--- config.mk ---
export PLATFORM = sky130hd
export DESIGN_NAME = calendar_set_ctrl_flat
export DESIGN_NICKNAME = d
export VERILOG_FILES = /design/src/rtl/calendar_set_ctrl_pkg.sv /design/src/rtl/calendar_set_ctrl_if.sv /design/src/rtl/calendar_set_ctrl_month_len.sv /design/src/rtl/calendar_set_ctrl.sv /design/src/flat_wrapper.sv
export SDC_FILE = /design/constraint.sdc
export NUM_CORES = 1
export LEC_CHECK = 0
export BUFFER_PORTS_ARGS = -buffer_cell sky130_fd_sc_hd__buf_2
export CELL_PAD_IN_SITES_DETAIL_PLACEMENT = 1
export CELL_PAD_IN_SITES_GLOBAL_PLACEMENT = 1
export CORE_ASPECT_RATIO = 0.75
export CORE_MARGIN = 2
export CORE_UTILIZATION = 45
export DETAILED_ROUTE_END_ITERATION = 6
export PLACE_DENSITY_LB_ADDON = 0.3
export SLEW_MARGIN = 20
export SYNTH_ARGS = -nofsm -noshare
export SYNTH_HDL_FRONTEND = slang
export SYNTH_SLANG_ARGS = --single-unit
--- constraint.sdc ---
create_clock -name clk -period 7.6 [get_ports clk]
set_input_delay 0 -clock clk [delete_from_list [all_inputs] [get_ports clk]]
set_output_delay 0 -clock clk [all_outputs]
set_load 0.01 [all_outputs]
--- src/rtl/calendar_set_ctrl_pkg.sv ---
// Shared types, field codes, month constants and the month-length rule for the
// date-entry controller; the calendar core reuses days_in_month.
package calendar_set_ctrl_pkg;

    typedef enum logic [2:0] {
        ST_IDLE       = 3'd0,
        ST_EDIT_DAY   = 3'd1,
        ST_EDIT_MONTH = 3'd2,
        ST_EDIT_YEAR  = 3'd3,
        ST_COMMIT     = 3'd4
    } state_t;

    localparam logic [1:0] FLD_NONE  = 2'd0;
    localparam logic [1:0] FLD_DAY   = 2'd1;
    localparam logic [1:0] FLD_MONTH = 2'd2;
    localparam logic [1:0] FLD_YEAR  = 2'd3;

    localparam logic [3:0] MONTH_JAN = 4'd1;
    localparam logic [3:0] MONTH_FEB = 4'd2;
    localparam logic [3:0] MONTH_APR = 4'd4;
    localparam logic [3:0] MONTH_JUN = 4'd6;
    localparam logic [3:0] MONTH_SEP = 4'd9;
    localparam logic [3:0] MONTH_NOV = 4'd11;
    localparam logic [3:0] MONTH_DEC = 4'd12;

    // Leap years are those whose two low year bits are zero.
    function automatic logic [4:0] days_in_month(input logic [3:0] month,
                                                 input logic [1:0] year_lo);
        logic [4:0] len;
        case (month)
            MONTH_FEB: len = (year_lo == 2'd0) ? 5'd29 : 5'd28;
            MONTH_APR, MONTH_JUN, MONTH_SEP, MONTH_NOV: len = 5'd30;
            default: len = 5'd31;
        endcase
        return len;
    endfunction

endpackage

--- src/rtl/calendar_set_ctrl_if.sv ---
// Button/date bus between the debouncers + calendar (master side) and the
// date-entry controller (slave side).
interface calendar_set_ctrl_if #(
    parameter int YEARRES = 12
);
    logic                 btn_mode;
    logic                 btn_up;
    logic                 btn_down;
    logic                 btn_cancel;
    logic [YEARRES+8:0]   date_cur;
    logic [YEARRES+8:0]   date_in;
    logic                 date_ow;
    logic [1:0]           edit_field;
    logic                 busy;

    modport master (
        output btn_mode, btn_up, btn_down, btn_cancel, date_cur,
        input  date_in, date_ow, edit_field, busy
    );

    modport slave (
        input  btn_mode, btn_up, btn_down, btn_cancel, date_cur,
        output date_in, date_ow, edit_field, busy
    );
endinterface

--- src/rtl/calendar_set_ctrl_month_len.sv ---
// Combinational month length: month number plus leap flag -> last legal day.
module calendar_set_ctrl_month_len
    import calendar_set_ctrl_pkg::*;
(
    input  logic [3:0] month,
    input  logic       leap,
    output logic [4:0] max_day
);

    assign max_day = days_in_month(month, leap ? 2'd0 : 2'd1);

endmodule

--- src/rtl/calendar_set_ctrl.sv ---
// Date-entry controller: walks day -> month -> year editing from button pulses,
// keeps the edited date legal at every step and commits it with a one-cycle date_ow.
module calendar_set_ctrl
    import calendar_set_ctrl_pkg::*;
#(
    parameter int YEARRES     = 12,
    parameter int TIMEOUT_CYC = 1000000
) (
    input  logic               clk,
    input  logic               rst,
    calendar_set_ctrl_if.slave bus
);

    localparam int            TW         = (TIMEOUT_CYC > 2) ? $clog2(TIMEOUT_CYC) : 1;
    localparam logic [TW-1:0] TIMER_LAST = TW'(TIMEOUT_CYC - 2);

    state_t              state_r;
    state_t              state_nx_s;
    logic [4:0]          day_r;
    logic [3:0]          month_r;
    logic [YEARRES-1:0]  year_r;
    logic [4:0]          day_cand_s;
    logic [4:0]          day_nx_s;
    logic [3:0]          month_cand_s;
    logic [YEARRES-1:0]  year_cand_s;
    logic [4:0]          cur_day_s;
    logic [3:0]          cur_month_s;
    logic [YEARRES-1:0]  cur_year_s;
    logic [4:0]          max_cur_s;
    logic [4:0]          max_new_s;
    logic [TW-1:0]       timer_r;
    logic [TW-1:0]       timer_nx_s;
    logic                date_ow_r;
    logic                date_ow_nx_s;
    logic                busy_r;
    logic                busy_nx_s;
    logic [1:0]          field_r;
    logic [1:0]          field_nx_s;
    logic                in_edit_s;
    logic                any_btn_s;
    logic                step_s;
    logic                timeout_s;
    logic                abort_s;
    logic                load_s;

    assign {cur_day_s, cur_month_s, cur_year_s} = bus.date_cur;

    assign any_btn_s = bus.btn_mode | bus.btn_up | bus.btn_down | bus.btn_cancel;
    assign step_s    = ~bus.btn_cancel & ~bus.btn_mode & (bus.btn_up ^ bus.btn_down);
    assign in_edit_s = (state_r == ST_EDIT_DAY) || (state_r == ST_EDIT_MONTH) ||
                       (state_r == ST_EDIT_YEAR);
    assign timeout_s = in_edit_s & ~any_btn_s & (timer_r == TIMER_LAST);
    assign abort_s   = bus.btn_cancel | timeout_s;
    assign load_s    = (state_r == ST_IDLE) & bus.btn_mode & ~bus.btn_cancel;

    // Length of the month being edited, and of the month/year about to be written.
    calendar_set_ctrl_month_len u_len_cur (
        .month   (month_r),
        .leap    (year_r[1:0] == 2'd0),
        .max_day (max_cur_s)
    );

    calendar_set_ctrl_month_len u_len_new (
        .month   (month_cand_s),
        .leap    (year_cand_s[1:0] == 2'd0),
        .max_day (max_new_s)
    );

    // State register.
    always_ff @(posedge clk) begin
        if (rst) begin
            state_r <= ST_IDLE;
        end else begin
            state_r <= state_nx_s;
        end
    end

    // Next-state logic: cancel beats mode, timeout only fires with no button.
    always_comb begin
        state_nx_s = state_r;
        case (state_r)
            ST_IDLE: begin
                if (load_s) state_nx_s = ST_EDIT_DAY;
                else        state_nx_s = ST_IDLE;
            end
            ST_EDIT_DAY: begin
                if (abort_s)           state_nx_s = ST_IDLE;
                else if (bus.btn_mode) state_nx_s = ST_EDIT_MONTH;
                else                   state_nx_s = ST_EDIT_DAY;
            end
            ST_EDIT_MONTH: begin
                if (abort_s)           state_nx_s = ST_IDLE;
                else if (bus.btn_mode) state_nx_s = ST_EDIT_YEAR;
                else                   state_nx_s = ST_EDIT_MONTH;
            end
            ST_EDIT_YEAR: begin
                if (abort_s)           state_nx_s = ST_IDLE;
                else if (bus.btn_mode) state_nx_s = ST_COMMIT;
                else                   state_nx_s = ST_EDIT_YEAR;
            end
            ST_COMMIT: state_nx_s = ST_IDLE;
            default:   state_nx_s = ST_IDLE;
        endcase
    end

    // Output decode from the upcoming state so the output flops line up with it.
    always_comb begin
        date_ow_nx_s = (state_nx_s == ST_COMMIT);
        busy_nx_s    = (state_nx_s != ST_IDLE);
        case (state_nx_s)
            ST_EDIT_DAY:   field_nx_s = FLD_DAY;
            ST_EDIT_MONTH: field_nx_s = FLD_MONTH;
            ST_EDIT_YEAR:  field_nx_s = FLD_YEAR;
            default:       field_nx_s = FLD_NONE;
        endcase
    end

    // Output registers.
    always_ff @(posedge clk) begin
        if (rst) begin
            date_ow_r <= 1'b0;
            busy_r    <= 1'b0;
            field_r   <= FLD_NONE;
        end else begin
            date_ow_r <= date_ow_nx_s;
            busy_r    <= busy_nx_s;
            field_r   <= field_nx_s;
        end
    end

    // Candidate field values: sanitised load from the calendar, or one wrap step.
    always_comb begin
        day_cand_s   = day_r;
        month_cand_s = month_r;
        year_cand_s  = year_r;
        if (load_s) begin
            month_cand_s = ((cur_month_s == 4'd0) || (cur_month_s > MONTH_DEC)) ?
                           MONTH_JAN : cur_month_s;
            year_cand_s  = cur_year_s;
            day_cand_s   = (cur_day_s == 5'd0) ? 5'd1 : cur_day_s;
        end else if (step_s) begin
            case (state_r)
                ST_EDIT_DAY: begin
                    if (bus.btn_up) day_cand_s = (day_r >= max_cur_s) ? 5'd1 : day_r + 5'd1;
                    else            day_cand_s = (day_r <= 5'd1) ? max_cur_s : day_r - 5'd1;
                end
                ST_EDIT_MONTH: begin
                    if (bus.btn_up) month_cand_s = (month_r >= MONTH_DEC) ? MONTH_JAN : month_r + 4'd1;
                    else            month_cand_s = (month_r <= MONTH_JAN) ? MONTH_DEC : month_r - 4'd1;
                end
                ST_EDIT_YEAR: begin
                    if (bus.btn_up) year_cand_s = year_r + YEARRES'(1);
                    else            year_cand_s = year_r - YEARRES'(1);
                end
                default: day_cand_s = day_r;
            endcase
        end else begin
            day_cand_s = day_r;
        end
    end

    // Day is clamped against the month/year it will be paired with.
    assign day_nx_s = (day_cand_s > max_new_s) ? max_new_s : day_cand_s;

    // Edit registers.
    always_ff @(posedge clk) begin
        if (rst) begin
            day_r   <= 5'd1;
            month_r <= MONTH_JAN;
            year_r  <= {YEARRES{1'b0}};
        end else begin
            day_r   <= day_nx_s;
            month_r <= month_cand_s;
            year_r  <= year_cand_s;
        end
    end

    // Idle timer: runs only while editing, cleared by any button or a state change.
    always_comb begin
        if (in_edit_s && !any_btn_s && !timeout_s) timer_nx_s = timer_r + TW'(1);
        else                                       timer_nx_s = {TW{1'b0}};
    end

    // Timer register.
    always_ff @(posedge clk) begin
        if (rst) begin
            timer_r <= {TW{1'b0}};
        end else begin
            timer_r <= timer_nx_s;
        end
    end

    assign bus.date_in    = {day_r, month_r, year_r};
    assign bus.date_ow    = date_ow_r;
    assign bus.edit_field = field_r;
    assign bus.busy       = busy_r;

endmodule

--- src/flat_wrapper.sv ---
// flat-port wrapper written by rule: the top's interface ports become plain ports
module calendar_set_ctrl_flat import calendar_set_ctrl_pkg::*;
#(
    parameter int YEARRES     = 12,
    parameter int TIMEOUT_CYC = 1000000
)
  (clk, rst, bus_btn_mode, bus_btn_up, bus_btn_down, bus_btn_cancel, bus_date_cur, bus_date_in, bus_date_ow, bus_edit_field, bus_busy);
  calendar_set_ctrl_if #(.YEARRES(YEARRES)) bus_i ();
  input  logic clk;
  input  logic rst;
  input wire logic [$bits(bus_i.btn_mode)-1:0] bus_btn_mode;
  input wire logic [$bits(bus_i.btn_up)-1:0] bus_btn_up;
  input wire logic [$bits(bus_i.btn_down)-1:0] bus_btn_down;
  input wire logic [$bits(bus_i.btn_cancel)-1:0] bus_btn_cancel;
  input wire logic [$bits(bus_i.date_cur)-1:0] bus_date_cur;
  output wire logic [$bits(bus_i.date_in)-1:0] bus_date_in;
  output wire logic [$bits(bus_i.date_ow)-1:0] bus_date_ow;
  output wire logic [$bits(bus_i.edit_field)-1:0] bus_edit_field;
  output wire logic [$bits(bus_i.busy)-1:0] bus_busy;
  assign bus_i.btn_mode = bus_btn_mode;
  assign bus_i.btn_up = bus_btn_up;
  assign bus_i.btn_down = bus_btn_down;
  assign bus_i.btn_cancel = bus_btn_cancel;
  assign bus_i.date_cur = bus_date_cur;
  assign bus_date_in = bus_i.date_in;
  assign bus_date_ow = bus_i.date_ow;
  assign bus_edit_field = bus_i.edit_field;
  assign bus_busy = bus_i.busy;
  calendar_set_ctrl #(.YEARRES(YEARRES), .TIMEOUT_CYC(TIMEOUT_CYC)) u_core (.clk(clk), .rst(rst), .bus(bus_i));
endmodule
* Word-level counts from Yosys, hierarchy flattened
Index checks and enable logic that the tools add are counted.
** Storage, ports and cells
- Bits of input ports :: 27
- Bits in registers :: 48
- Word-level logic and storage cells :: 110
** Operators by class
- Reduce and logical (&&, ||, !) cells :: 21
- Magnitude comparators :: 6
- Mux-type cells :: 34
- Bitwise operators :: 15
- Add/subtract/negate cells :: 7
- Eq/ne operators :: 18
** Operator list (count)
- 2-to-1 mux 12 bit :: 4
- 2-to-1 mux 5 bit :: 8
- 2-to-1 mux 4 bit :: 7
- adder 20 x 1 -> 20 bit, second input constant :: 1
- == test 20 bit, second input constant :: 1
- == test 4 x 3 -> 1 bit, second input constant :: 4
- == test 4 bit, second input constant :: 4
- adder 12 x 1 -> 12 bit, second input constant :: 1
- == test 3 x 2 -> 1 bit, second input constant :: 4
- 2-to-1 mux 3 bit :: 4
- one-hot mux 3 bit (4 select lines) :: 1
- subtractor 12 x 1 -> 12 bit, second input constant :: 1
- == test 4 x 2 -> 1 bit, second input constant :: 2
- zero test 2 bit :: 4
- one-hot mux 2 bit (2 select lines) :: 2
- OR reduction 4 bit :: 2
- bitwise AND 1 bit :: 6
- == test 3 x 1 -> 1 bit, second input constant :: 2
- 2-to-1 mux 1 bit :: 6
- one-hot mux 2 bit (3 select lines) :: 1
- adder 5 x 1 -> 5 bit, second input constant :: 1
- >= comparator 5 bit :: 1
- greater-than comparator 5 bit :: 1
- less-or-equal comparator 5 x 1 -> 1 bit, second input constant :: 1
- other kinds (21) :: 32

* Longest topological paths before layout
Gate-level depths: netlist of run 1.
- Depth in word-level cells :: 13
- Mapped depth :: 19

* Modules after synthesis
Synthesis of run 1 repeated with hierarchy kept, for this count alone.
** Unflattened totals
- Cell total of the unflattened synthesis :: 440
- Area, all modules :: 3508.4 um^2
** Modules (own cells, without submodules)
- calendar_set_ctrl :: cells each 422, times used 1, sequential area each 960.9 um^2, area each 3383.2 um^2
- calendar_set_ctrl_month_len :: cells each 9, times used 2, sequential area each 0.0 um^2, area each 62.6 um^2

* Least setup slack after synthesis of run 1
No wires, ideal clock.
- Path type :: flip-flop to flip-flop
- Start point :: register u_core.month_r[0]
- End point :: register u_core.day_r[1]
- Data required time :: 7.509 ns
- Clock period less this slack :: 3.428 ns
- Arrival :: 3.337 ns
- Cell stages (with the launch flop) :: 18
- Setup slack :: 4.172 ns
- Cell sequence :: dfxtp_1 > inv_1 > ha_1 > nor3b_1 > o21a_1 > nor2_1 > ha_1 > nand2b_1 > a21oi_1 > nor3_1 > a2111oi_0 > o31ai_1 > inv_1 > ha_1 > a211o_1 > a21oi_1 > a31oi_1 > a311oi_1
** Between the ends
- Word-level cells in the longest chain between the ends :: 11
** RTL lines
- start, declared :: line calendar_set_ctrl.sv:20 : logic [3:0] month_r;
- start signal, assigned :: line calendar_set_ctrl.sv:173 : month_r <= month_cand_s;
- subtractor 4 x 1 -> 4 bit (tied with other cells) :: line calendar_set_ctrl.sv:149 : else month_cand_s = (month_r <= MONTH_JAN) ? MONTH_DEC : month_r - 4'd1;
- 2-to-1 mux 4 bit (tied with other cells) :: line calendar_set_ctrl.sv:149
- 2-to-1 mux 4 bit or one-hot mux 2 bit (2 select lines) (tied branches) :: line calendar_set_ctrl.sv:148, calendar_set_ctrl_pkg.sv:30
- 2-to-1 mux 4 bit or >= comparator 5 bit (tied branches) :: line calendar_set_ctrl.sv:142, calendar_set_ctrl.sv:144
- 2-to-1 mux 4 bit or 2-to-1 mux 5 bit (tied branches) :: line calendar_set_ctrl.sv:141, calendar_set_ctrl.sv:144
- 2-to-1 mux 4 bit or 2-to-1 mux 5 bit (tied branches) :: line calendar_set_ctrl.sv:136, calendar_set_ctrl.sv:144
- == test 4 x 3 -> 1 bit (tied with other cells) :: line calendar_set_ctrl_pkg.sv:30 : case (month)
- OR reduction 4 bit or 2-to-1 mux 5 bit (tied branches) :: line calendar_set_ctrl_pkg.sv:30, calendar_set_ctrl.sv:141
- one-hot mux 2 bit (2 select lines) or 2-to-1 mux 5 bit (tied branches) :: line calendar_set_ctrl_pkg.sv:30, calendar_set_ctrl.sv:136
- greater-than comparator 5 bit :: line calendar_set_ctrl.sv:163 : assign day_nx_s = (day_cand_s > max_new_s) ? max_new_s : day_cand_s;
- 2-to-1 mux 5 bit (*) :: line calendar_set_ctrl.sv:163
- end signal, assigned :: line calendar_set_ctrl.sv:172 : day_r <= day_nx_s;
- end, declared :: line calendar_set_ctrl.sv:19 : logic [4:0] day_r;
Every way passes the cells marked *; elsewhere a longest branch is shown, timed or not.
A chain may end at the register's enable or synchronous reset.

* Final worst setup path of run 1
- Start point :: register u_core.state_r[1]
- End point :: register u_core.day_r[1]
** Between the ends
- Word-level cells in the longest chain between the ends :: 11
** RTL lines
- start, declared :: line calendar_set_ctrl.sv:17 : state_t state_r;
- start signal, assigned :: line calendar_set_ctrl.sv:74 : state_r <= state_nx_s;
- == test 3 x 2 -> 1 bit or zero test 3 bit (tied branches) :: line calendar_set_ctrl.sv:142, calendar_set_ctrl.sv:54
- 2-to-1 mux 12 bit or bitwise AND 1 bit (tied branches) :: line calendar_set_ctrl.sv:142, calendar_set_ctrl.sv:54
- 2-to-1 mux 12 bit or bitwise AND 1 bit (tied branches) :: line calendar_set_ctrl.sv:141, calendar_set_ctrl.sv:54
- 2-to-1 mux 12 bit :: line calendar_set_ctrl.sv:136 : if (load_s) begin
- zero test 2 bit :: line calendar_set_ctrl.sv:65 : .leap (year_cand_s[1:0] == 2'd0),
- 2-to-1 mux 1 bit :: line calendar_set_ctrl_month_len.sv:10 : assign max_day = days_in_month(month, leap ? 2'd0 : 2'd1);
- zero test 2 bit :: line calendar_set_ctrl_pkg.sv:31 : MONTH_FEB: len = (year_lo == 2'd0) ? 5'd29 : 5'd28;
- 2-to-1 mux 1 bit :: line calendar_set_ctrl_pkg.sv:31
- one-hot mux 2 bit (2 select lines) :: line calendar_set_ctrl_pkg.sv:30
- greater-than comparator 5 bit :: line calendar_set_ctrl.sv:163
- 2-to-1 mux 5 bit (*) :: line calendar_set_ctrl.sv:163
Every way passes the cells marked *; elsewhere a longest branch is shown, timed or not. The select of a mux whose other input is x is not followed.

==> qor.yml, run 1 <==
run_status:
  status: "finished clean"
detailed_routing:
  drt_first_pass_iters: 4
  routedWlPerCell_um: 17.8
  drt_iter0_markers: 161
  drc: 0
  num_vias: 3268
  drtAntennaViolNets: 0
  via_per_inst: 5.94
  wl_um: 9780
pwr:
  power_frac_seq_pct: 48.8
  irDropWorstVdd_mv: 0.104
  p_sw_share_pct: 29.5
  switchingPower_uw: 163
  combPwrFrac_pct: 21.2
  internal_power_uw: 389
  p_per_area_nw_per_um2: 150
  power_frac_clock_pct: 30.0
  p_leak_uw: 0.00151
critical_path:
  critPathMaxFanout: 21
  reg2reg_slack_ns: 3.37
  critical_path_class: "flop to flop"
  startpoint_type: "flop"
  r2r-start: "u_core.state_r[1]"
  cpMaxStageDelayCell: "and2_1"
  r2r_end: "u_core.day_r[1]"
  cp.arrival_ns: 4.43
  path_cells: "nor4_1 -> and2_1 -> nor2_1 -> a211oi_1 -> o21a_1 -> a2bb2oi_1 -> ha_1 -> a211o_1 -> a21oi_1 -> a31oi_1 -> a311oi_1"
  worstSetupEndpointType: "flop"
  reg2reg_depth: 11
  endpoint: "u_core.day_r[1]"
  max_stage_delay_ns: 0.76
  cp.required_ns: 7.80
  crit_start: "u_core.state_r[1]"
global_routing:
  grt_pass1_wl_um: 16400
  gr-total-overflow: 0
  antenna_found_initial: 0
  grt_pass1_vias: 3257
  grt_max_degree: 25
  grt_usage_pct: 26.1
clock_tree:
  cts.path.max_buffers: 2
  cts_tree: "yes"
  clkTransAtPathRegs_ns: 0.09
  clk_latency_ns: 0.30
  root_buffer: "clkbuf_8"
  cts_made_buffers: 5
  hold_buffers: 4
  cts.htree.levels: 2
  cts.sinks: 48
  postCtsSetupBuffers: 0
  cts_resized: 0
place:
  place.gp.congestion: 0.926
  io_buffers: 51
  place_ws_ns: 3.48
  dp_hpwl_um: 7290
  dp.cells: 539
hold_path:
  min-delay-start: "bus_date_cur[7]"
  hold_class: "input pin to flop"
final_layout:
  fill_cells: 885
  antenna_cells: 0
  drive_gt1_share_pct: 16.2
  fin_nets: 503
  layout_commonest_cell: "buf_2"
  synthToLayoutAreaGrowth_pct: 14.2
  final-seq-area_um2: 961
  multi_input_area_um2: 2140
  final_cell_mix: "51 x buf_2, 48 x dfxtp_1, 46 x nor2_1"
  final_core_util_pct: 53.5
  stdcell_count: 550
sta:
  finClkSkew_ns: 0.00608
  rsz0062_at_grt: "no"
  setup_viol: 0
  final_max_slew_viol_count: 0
  slew_headroom_pct: 45.4
  period_needed_ns: 4.23
  final.setup.worst_slack_ns: 3.37
  final-hold-violation-count: 0
  tightest_slew_ns: 0.820
  tns_ns: 0
  period_share_pct: 55.7
  max_freq_mhz: 236
logic_synthesis:
  yosysUniqueCellTypes: 61
  syn_nets: 455
  async_flop_share_pct: 0
  seq_area_frac_synth_pct: 29.9
  netlist_area_um2: 3220
  syn-mean-instance-area_um2: 7.96
  yosysWarnings: 0
  synth_ff_type: "dfxtp_1"
  synth_cells: 404
  synth_edf_count: 0
  synth-seq-cells: 48
floorplanning:
  initial_core_util_pct: 46.9
  io_pins: 52
  fp.dieH_um: 77.2
  die_w_um: 102
  core_um2: 6860
  num_rows: 26
  die_area_um2: 7850
run:
  drv_cap: 0
cell type report:
cell class,instances,share of cell area [%]
Clock buffer,7,2.62
Inverter,16,1.63
Multi-Input combinational cell,326,58.2
Sequential cell,48,26.1
Tap cell,98,3.34
Timing Repair Buffer,55,8.04
kinds of logic (layout without fill, tap and decap cells):
group | count (synthesis) | after routing | share of synthesized area [%]
multiplexers | 4 | 4 | 1.32
AO/OA/AOI/OAI | 105 | 105 | 21.8
adder cells (fa/ha/maj) | 24 | 24 | 9.57
buffers and inverters | 30 | 78 | 3.62
AND/OR/NAND/NOR | 167 | 167 | 26.8
XOR/XNOR | 26 | 26 | 7.08
flip-flops | 48 | 48 | 29.9
power groups by stage:
stage | clock network, uW | registers, uW | logic [uW]
floorplan | 0 | 274 | 75.9
CTS | 167 | 269 | 116
global placement | 0 | 274 | 109
global route | 179 | 271 | 131
finish | 166 | 269 | 117
detailed placement | 0 | 275 | 112
layer usage:
metal | track usage (%) | wire length, um | vias to the layer above
met1 | 38.9 | 5020 | 1585
li1 | - | - | 1582
met2 | 38.8 | 4240 | 89
met3 | 4.92 | 458 | 12
met5 | 0 | 0 | -
met4 | 5.54 | 70 | 0
cells in the mapped netlist (3+ instances only):
master	number	area, um^2
or2_2	4	25.0
ha_1	23	288
a21o_1	3	22.5
nand2_1	30	113
a31oi_1	3	18.8
o211ai_1	4	30.0
and3_1	10	62.6
o21a_1	4	30.0
nand2b_1	3	18.8
o21ai_0	16	80.1
clkbuf_1	9	33.8
dfxtp_1	48	961
a22oi_1	7	52.6
a211oi_1	7	52.6
nor3_1	12	60.1
a21oi_1	32	160
or3_1	8	50.1
buf_2	3	15.0
a211o_1	3	26.3
inv_1	16	60.1
xor2_1	11	96.3
xnor2_1	15	131
and3_2	3	22.5
or4_1	3	22.5
a311oi_1	3	26.3
nor4_1	5	31.3
and4_1	3	26.3
nor2_1	46	173
nand3_1	18	90.1
nand4_1	7	43.8
critical path: cells and delay by family, from the launching register on:
family / cells / cell delay [ns]
DFF: 1 / 0.42
adders and majority gates: 1 / 0.27
AOI/OAI and AO/OA: 7 / 1.73
and+or+nand+nor: 3 / 1.73
sequential cells by signal, summed over array words and instances (netlist names):
signal / cells
u_core.timer_r: 20
u_core.year_r: 12
u_core.day_r: 5
u_core.month_r: 4
u_core.state_r: 3
u_core.bus.edit_field: 2
u_core.bus.busy: 1
u_core.bus.date_ow: 1
through the flow:
stage / cell area (um^2) / hold slack [ns] / total power [uW]
after global routing: 3670 / 0.0301 / 581
after detailed placement: 3540 / 0.266 / 387
after CTS: 3670 / 0.00679 / 552
after floorplan: 3220 / 0.136 / 350
final: 3670 / 0.00649 / 552
after global placement: 3540 / 0.255 / 383
worst min-delay path by stage:
stage | to | cells after the start
after floorplan | u_core.year_r[3] | 2
final | u_core.year_r[7] | 3
after CTS | u_core.year_r[7] | 3
after detailed placement | u_core.year_r[2] | 3
after global routing | u_core.year_r[5] | 3
after global placement | u_core.year_r[3] | 3
No activity file was read; power rests on OpenSTA's default activity.
==> inputs of run 2 (changes only) <==
--- a/config.mk
+++ b/config.mk
@@ -10,7 +10,7 @@
 export CELL_PAD_IN_SITES_GLOBAL_PLACEMENT = 1
 export CORE_ASPECT_RATIO = 0.75
 export CORE_MARGIN = 2
-export CORE_UTILIZATION = 45
+export CORE_UTILIZATION = 42
 export DETAILED_ROUTE_END_ITERATION = 6
 export PLACE_DENSITY_LB_ADDON = 0.3
 export SLEW_MARGIN = 20
==> constraint.sdc (replaced) <==
create_clock -name clk -period 4 [get_ports clk]
set_input_delay 0 -clock clk [delete_from_list [all_inputs] [get_ports clk]]
set_output_delay 0 -clock clk [all_outputs]
set_load 0.01 [all_outputs]
==> qor.yml, run 2 (synthesis results as in run 1) <==
global_routing:
  top_usage_layer: "met2"
  grt_usage_pct: 24.2
  gr-total-overflow: 0
  grt_pass1_wl_um: 16500
  use_met1_pct: 32.3
  antenna_found_initial: 0
  grt_pass1_vias: 3362
  met2_usage_pct: 42.0
  gr-usage-met3_pct: 3.43
  grt_max_degree: 25
floorplanning:
  num_rows: 27
  initial_core_util_pct: 43.5
  die_area_um2: 8380
  fp.dieH_um: 79.8
  core_um2: 7400
  io_pins: 52
  die_w_um: 105
critical_path:
  reg2reg_depth: 17
  r2r_end: "u_core.day_r[1]"
  path_cells: "inv_1 -> ha_1 -> nor3b_2 -> o21a_1 -> nor2_1 -> ha_1 -> nand2b_1 -> a21oi_2 -> nor3_1 -> a2111oi_1 -> o31ai_1 -> inv_1 -> ha_1 -> a211o_1 -> a21oi_2 -> a31oi_1 -> a311oi_1"
  critPathMaxFanout: 6
  r2r-start: "u_core.month_r[0]"
  crit_start: "u_core.month_r[0]"
  reg2reg_slack_ns: 0.19
  critPathTopFamily: "compound AO/OA/AOI/OAI gates"
  startpoint_type: "flop"
  worstSetupEndpointType: "flop"
  critical_path_class: "flop to flop"
  max_stage_delay_ns: 0.44
  crit_buf_inv: 2
  cp.arrival_ns: 4.02
  cp.required_ns: 4.21
  path_common_cell: "ha_1"
  cpMaxStageDelayCell: "dfxtp_1"
clock_tree:
  cts.htree.levels: 2
  cts_made_buffers: 5
  cts.sinks: 48
  clk_latency_ns: 0.31
  clkTransAtPathRegs_ns: 0.09
  cts_tree: "yes"
  postCtsSetupBuffers: 0
  cts.path.max_buffers: 2
  root_buffer: "clkbuf_8"
final_layout:
  final_cell_mix: "51 x buf_2, 48 x dfxtp_1, 46 x nor2_1"
  synthToLayoutAreaGrowth_pct: 16.7
  regMostFlops: "u_core.timer_r"
  fin_nets: 511
  layout_commonest_cell: "buf_2"
  largest_reg_flops: 20
  drive_gt1_share_pct: 18.0
  top_regs: "u_core.timer_r x20, u_core.year_r x12, u_core.day_r x5"
  antenna_cells: 0
pwr:
  fin_total_pwr_uw: 1050
  p_leak_uw: 0.00155
  p_per_area_nw_per_um2: 281
  irDropWorstVdd_mv: 0.158
detailed_routing:
  drc: 0
  wl_um: 9850
  via_per_inst: 5.79
  num_vias: 3252
  drt_iter0_markers: 99
  drt_first_pass_iters: 4
  drtAntennaViolNets: 0
  routedWlPerCell_um: 17.5
sta:
  final_max_slew_viol_count: 0
  setup_viol: 0
  rsz0062_at_grt: "no"
  final-hold-violation-count: 0
  tightest_slew_ns: 0.682
  max_freq_mhz: 263
  period_needed_ns: 3.81
  finClkSkew_ns: 0.00916
  slew_headroom_pct: 54.4
  tns_ns: 0
  period_share_pct: 95.1
hold_path:
  hold_class: "input pin to flop"
  min-delay-start: "bus_date_cur[4]"
  hold_end: "u_core.year_r[4]"
  min_path_cells: 3
run:
  drv_cap: 0
run_status:
  status: "finished clean"
place:
  io_buffers: 51
  dp_hpwl_um: 7300
  place.gp.congestion: 0.856
[run 2: changes by cell type in the layout (fill, tap and decap cells not counted)]
cell	change
dlygate4sd3_1	+2
clkinv_2	+2
a21oi_1	-2
a2111oi_1	+1
a2111oi_0	-1
nor3b_2	+1
a21oi_2	+2
buf_4	+6
nor3b_1	-1
clkbuf_8	-1
[run 2: worst max-delay path by stage]
stage / cells after the start / slack [ns] / endpoint
after floorplan: 17 / 0.57 / u_core.day_r[1]
after global placement: 17 / 0.36 / u_core.day_r[1]
after detailed placement: 17 / 0.06 / u_core.day_r[1]
after CTS: 17 / 0.1 / u_core.day_r[1]
after global routing: 17 / 0.02 / u_core.day_r[1]
final: 17 / 0.19 / u_core.day_r[1]
[run 2: cell type report]
| cell class | instances | area, um^2 |
|---|---|---|
| Fill cell | 933 | 3640 |
| Clock buffer | 6 | 82.6 |
| Tap cell | 101 | 126 |
| Inverter | 16 | 60.1 |
| Timing Repair Buffer | 63 | 360 |
| Sequential cell | 48 | 961 |
| Clock inverter | 2 | 10.0 |
| Multi-Input combinational cell | 326 | 2150 |
[run 2: what timing repair did]
action,in CTS,in global routing
hold buffers,6,0
gates resized for setup,1,3
hold endpoints to repair,6,0
endpoints found under the setup margin,1,2
[run 2: routing by layer]
layer	vias up	share of wire, %
li1	1593	-
met1	1572	50
met2	79	45
met3	8	4.7
met4	0	0.62
met5	-	0
[run 2: power breakdown]
group / internal [uW] / total (uW) / switching (uW)
combinational: 99.7 / 229 / 130
sequential: 491 / 512 / 21.6
clock: 139 / 312 / 173
[run 2: stage by stage]
stage,worst slack (ns),hold slack (ns),cell area (um^2),utilization (%),std cells
after floorplan,0.572,0.136,3220,-,404
after global placement,0.364,0.246,3590,48.5,548
after detailed placement,0.0550,0.255,3590,48.5,548
after CTS,0.0977,0.0128,3740,50.6,562
after global routing,0.0188,0.0165,3750,50.7,562
final,0.194,0.0219,3750,50.7,562
[run 2: worst min-delay path: cells and delay by family]
family	cells	cell delay [ns]
buffers and inverters	1	0.08
AO/OA/AOI/OAI	2	0.21
